<file path="config.mk">
export PLATFORM = sky130hd
export DESIGN_NAME = sipo_frame_ctrl
export DESIGN_NICKNAME = d
export VERILOG_FILES = /design/src/rtl/sipo_pkg.sv /design/src/rtl/sipo_shift_en.sv /design/src/rtl/sipo_frame_ctrl.sv
export SDC_FILE = /design/constraint.sdc
export NUM_CORES = 1
export LEC_CHECK = 0
export ABC_AREA = 0
export BUFFER_PORTS_ARGS = -buffer_cell sky130_fd_sc_hd__buf_2
export CORE_AREA = 2 2 55 57
export DETAILED_ROUTE_END_ITERATION = 8
export DIE_AREA = 0 0 57 59
export PLACE_DENSITY = 0.57
export SLEW_MARGIN = 10
export SYNTH_ARGS = -nofsm -noshare
export SYNTH_HDL_FRONTEND = slang
export SYNTH_HIERARCHICAL = 1
export SYNTH_SLANG_ARGS = --single-unit
</file>
<file path="constraint.sdc">
create_clock -name clk -period 1.6 [get_ports clk]
set_clock_uncertainty 0.2 [all_clocks]
set_input_delay 0.4 -clock clk [delete_from_list [all_inputs] [get_ports clk]]
set_output_delay 0.4 -clock clk [all_outputs]
set_load 0.05 [all_outputs]
</file>
<file path="src/rtl/sipo_pkg.sv">
// Shared definitions for the serial-in / parallel-out frame receiver.
//   - FSM state encoding (IDLE..HOLD)
//   - parity_bit(): expected parity of a data word (even, or odd when requested)
package sipo_pkg;

   localparam logic [2:0] IDLE = 3'd0;
   localparam logic [2:0] DATA = 3'd1;
   localparam logic [2:0] PAR  = 3'd2;
   localparam logic [2:0] STOP = 3'd3;
   localparam logic [2:0] HOLD = 3'd4;

   // Data narrower than 32 bits is zero-extended, which does not change the XOR.
   function automatic logic parity_bit(input logic [31:0] data, input logic odd);
      return (^data) ^ odd;
   endfunction

endpackage

</file>
<file path="src/rtl/sipo_shift_en.sv">
// WIDTH-bit left-shift register with shift enable.
//   clk      : clock, rising edge
//   rst_n    : asynchronous active-low clear
//   shift_en : shift one position left this cycle
//   sin      : bit entering at the LSB
//   q        : register contents (first bit shifted in ends up at the MSB)
module sipo_shift_en #(
   parameter int WIDTH = 8
) (
   input  logic             clk,
   input  logic             rst_n,
   input  logic             shift_en,
   input  logic             sin,
   output logic [WIDTH-1:0] q
);

   logic [WIDTH-1:0] sr_q, sr_d;

   always_comb begin
      sr_d = sr_q;
      if (shift_en) sr_d = {sr_q[WIDTH-2:0], sin};
   end

   always_ff @(posedge clk or negedge rst_n) begin
      if (!rst_n) sr_q <= '0;
      else        sr_q <= sr_d;
   end

   assign q = sr_q;

endmodule

</file>
<file path="src/rtl/sipo_frame_ctrl.sv">
// Serial frame receiver: start(0), WIDTH data bits MSB first, optional parity,
// stop(1). The assembled word is held until the consumer takes it.
//   clk, rst_n  : clock / asynchronous active-low reset
//   sdi         : serial bit, qualified by sdi_valid (one cycle per bit)
//   dout        : received word, valid while dout_valid=1
//   dout_ready  : consumer accepts the held word
//   parity_err  : parity mismatch on the held word
//   frame_err   : stop bit was 0 on the held word
//   overrun     : sticky, a start bit arrived while a word was still held
//   busy        : receiver not idle
module sipo_frame_ctrl
   import sipo_pkg::*;
#(
   parameter int WIDTH      = 8,
   parameter int PARITY_EN  = 1,
   parameter int PARITY_ODD = 0
) (
   input  logic             clk,
   input  logic             rst_n,
   input  logic             sdi,
   input  logic             sdi_valid,
   output logic [WIDTH-1:0] dout,
   output logic             dout_valid,
   input  logic             dout_ready,
   output logic             parity_err,
   output logic             frame_err,
   output logic             overrun,
   output logic             busy
);

   localparam int CW = $clog2(WIDTH + 1);
   localparam logic [CW-1:0] LAST_BIT = CW'(WIDTH - 1);

   logic [2:0]       state_q, state_d;
   logic [CW-1:0]    cnt_q, cnt_d;
   logic             perr_q, perr_d;
   logic             ferr_q, ferr_d;
   logic             ovr_q, ovr_d;
   logic             shift_en;
   logic [WIDTH-1:0] shift_q;

   sipo_shift_en #(.WIDTH(WIDTH)) u_shift (
      .clk      (clk),
      .rst_n    (rst_n),
      .shift_en (shift_en),
      .sin      (sdi),
      .q        (shift_q)
   );

   always_comb begin
      state_d  = state_q;
      cnt_d    = cnt_q;
      perr_d   = perr_q;
      ferr_d   = ferr_q;
      ovr_d    = ovr_q;
      shift_en = 1'b0;
      case (state_q)
         IDLE: if (sdi_valid && !sdi) begin
            state_d = DATA;
            cnt_d   = '0;
         end
         DATA: if (sdi_valid) begin
            shift_en = 1'b1;
            cnt_d    = cnt_q + CW'(1);
            if (cnt_q == LAST_BIT) state_d = (PARITY_EN != 0) ? PAR : STOP;
         end
         PAR: if (sdi_valid) begin
            perr_d  = sdi ^ parity_bit(32'(shift_q), PARITY_ODD != 0);
            state_d = STOP;
         end
         STOP: if (sdi_valid) begin
            ferr_d  = ~sdi;
            state_d = HOLD;
         end
         HOLD: begin
            // Transfer wins: serial input is ignored in the accept cycle, so a
            // start bit there neither drops a frame nor keeps overrun set.
            if (dout_ready) begin
               state_d = IDLE;
               perr_d  = 1'b0;
               ferr_d  = 1'b0;
               ovr_d   = 1'b0;
            end else if (sdi_valid && !sdi) begin
               ovr_d = 1'b1;
            end
         end
         default: state_d = IDLE;
      endcase
   end

   always_ff @(posedge clk or negedge rst_n) begin
      if (!rst_n) begin
         state_q <= IDLE;
         cnt_q   <= '0;
         perr_q  <= 1'b0;
         ferr_q  <= 1'b0;
         ovr_q   <= 1'b0;
      end else begin
         state_q <= state_d;
         cnt_q   <= cnt_d;
         perr_q  <= perr_d;
         ferr_q  <= ferr_d;
         ovr_q   <= ovr_d;
      end
   end

   assign dout       = shift_q;
   assign dout_valid = (state_q == HOLD);
   assign parity_err = perr_q;
   assign frame_err  = ferr_q;
   assign overrun    = ovr_q;
   assign busy       = (state_q != IDLE);

endmodule

</file>
==> metrics.yaml <==
sta:
  setup_viol: 15
  fin_ws_ns: -0.2717
  tightest_slew_ns: 0.4055
  period_minus_slack_ns: 1.872
  max_freq_mhz: 534.3
  fin_crit_sh_pct: 117.0
  drv_slew: 0
  rsz0062_at_grt: "yes"
  slew_headroom_pct: 72.97
  tns_ns: -2.567
  hold_viol: 0
detailed_routing:
  antenna_left: 0
  drc: 0
  dr.pass1.iters: 2
  wl_per_cell_um: 13.30
  first_iter_violations: 5
  via_count: 741
  wl_um: 2008
  viasPerCell: 4.907
setup_path:
  critPathArrivalTime_ns: 1.27
  critPathRequiredTime_ns: 1.00
  cp-end-kind: "primary output"
  critPathLaunchType: "flop"
  r2r_slack_ns: -0.23
  r2r_start: "state_q[2]$_DFFE_PN0P_"
  rr_worst_depth: 5
  worstPathMaxFanout: 3
  crit_type: "reg2out"
  r2r_end: "u_shift/q[7]$_DFFE_PN0P_"
synthesis:
  async_flop_share_pct: 100.0
  netlist_area_um2: 947.2
  synth_cell_type_count: 27
  post_synth.cell_area_avg_um2: 11.28
  synthTopCellsByArea: "dfrtp_1 48%, mux2_4 13%, xnor2_1 4.6%, a21oi_1 3.2%, nand2_1 2.8%"
  yosysTopAreaCell: "dfrtp_1"
  yosys_warnings: 6
  yosysSeqAreaShare_pct: 47.56
  synthCells: 84
  synth-edff-count: 0
  netlist_top_cells_count: "18 x dfrtp_1, 8 x mux2_4, 7 x nand2_1"
  yosysMostFrequentCell: "dfrtp_1"
  syn-num-nets: 90
  synth_top_area_share_pct: 47.56
  synth_flop_cell: "dfrtp_1"
  ys_ff_latch: 18
die:
  core_mm2: 0.002710
  chipWidth_um: 57
  ios: 18
  initial_core_util_pct: 34.95
  dieArea_mm2: 0.003363
  rows: 19
  die_h_um: 59
clocking:
  clock_latency_ns: 0.29
  numClockSinks: 18
  cts_tree: "yes"
  h-tree-depth: 1
  clockBufferDepth: 2
  cts.clk_slew.worst_paths_ns: 0.11
  numCtsBuffers: 3
  cts-root-buf: "clkbuf_4"
global_route:
  gr-total-overflow: 0
  grt_first_pass_wirelength_um: 3249
  antenna_found_initial: 0
  grtUsageTotal_pct: 12.74
  grt_max_degree: 19
  grt_pass1_vias: 721
pwr:
  total_power_uw: 3060
  power.density_mw_per_mm2: 2202
  ir_worst_vdd_mv: 1.406
  p_leak_uw: 0.0006439
layout:
  drive_above_1_share_pct: 59.17
  fin_util_pct: 51.29
  fillers: 256
  diodes: 0
  num-nets-final: 127
  synthToLayoutAreaGrowth_pct: 46.76
placed_design:
  place_hpwl_um: 1314
  gp_congestion: 0.7556
  port_buffers: 17
outcome:
  violations: "setup timing"
  status: "finished, violations left"
job:
  max_cap_viol_count: 0
min_path:
  hold_end: "overrun$_DFFE_PN0P_"
  min-delay-path-class: "in2reg"
  hold_depth: 2
  min-delay-start: "dout_ready"
[kinds of logic after synthesis]
logic type               after synthesis  share of synthesized area, %
AO/OA/AOI/OAI                         17                         10.83
XOR/XNOR                               7                         7.926
adder cells (fa/ha/maj)                1                         1.321
buffers and inverters                  8                         5.019
flip-flops                            18                         47.56
multiplexers                           9                         13.87
AND/OR/NAND/NOR                       24                         13.48
[layout by cell type, fill, tap and decap left out, types with 2 or more instances in the layout]
master,synthesis,routed
and2_4,0,2
o21ai_2,0,3
buf_2,2,6
nand2_1,7,6
clkbuf_4,0,3
a22o_1,3,3
xnor2_1,5,4
a21oi_1,6,5
dfrtp_1,18,10
mux2_4,8,9
buf_6,2,8
buf_4,0,16
nand3_1,4,2
buf_8,0,3
nand3_2,0,2
inv_1,4,3
nor2_1,4,3
dfrtp_2,0,8
[flip-flops by register name (all words and copies together), names as in the netlist]
name,flops
u_shift/q,8
overrun,1
frame_err,1
cnt_q,4
parity_err,1
state_q,3
[worst max path at each step]
stage | startpoint | end | slack [ns] | cells after the start
2_1_floorplan | state_q[2]$_DFFE_PN0P_ | u_shift/q[2]$_DFFE_PN0P_ | -0.06 | 5
4_1_cts | state_q[0]$_DFFE_PN0P_ | busy | -0.27 | 2
3_5_place_dp | sdi_valid | u_shift/q[1]$_DFFE_PN0P_ | -0.11 | 4
6_report | state_q[0]$_DFFE_PN0P_ | busy | -0.27 | 2
3_3_place_gp | sdi_valid | u_shift/q[3]$_DFFE_PN0P_ | -0.07 | 4
5_1_grt | state_q[0]$_DFFE_PN0P_ | busy | -0.31 | 2
[metrics by stage]
step / worst slack [ns] / cell area (um^2) / hold slack (ns) / std cells
detailed placement: -0.1070 / 1115 / 0.1530 / 136
finish: -0.2717 / 1390 / 0.1250 / 151
global placement: -0.06721 / 1115 / 0.1510 / 136
CTS: -0.2686 / 1321 / 0.1202 / 149
global route: -0.3149 / 1390 / 0.1132 / 151
floorplan: -0.05572 / 963.4 / -0.09559 / 84
[worst max-delay path: stages (launching register included)]
cell and delay, ns:
dfrtp_1 0.42, or3_4 0.40, buf_8 0.16
[repair_timing]
action / in CTS / in global routing
hold buffers: 1 / 0
endpoints found under the hold margin: 18 / 0
gates cloned: 1 / 0
setup endpoints to repair: 20 / 23
gates resized for setup: 29 / 21
pin swaps: 10 / 10
setup buffers: 7 / 3
[power breakdown]
part,internal (uW),switching (uW),total [uW]
registers,655,195,849
clock network,139,145,283
logic,991,937,1930
total,1780,1280,3060
[routing by layer]
| layer | vias up | routed length [um] | GRT usage, % |
|---|---|---|---|
| met2 | 10 | 970 | 19.54 |
| met5 | - | 0 | 0 |
| met3 | 4 | 62 | 2.838 |
| li1 | 368 | - | - |
| met4 | 0 | 29 | 5.980 |
| met1 | 359 | 945 | 17.22 |
[area by class of cell]
| class | count | area (um^2) | area share (%) |
|---|---|---|---|
| clock buffers | 4 | 36.28 | 2.610 |
| inverters | 4 | 18.77 | 1.350 |
| multi-input cells | 59 | 520.5 | 37.44 |
| flip-flops and latches | 18 | 460.4 | 33.12 |
| repair buffers | 35 | 315.3 | 22.68 |
| well taps | 31 | 38.79 | 2.790 |
No activity file was read; power rests on OpenSTA's default activity.
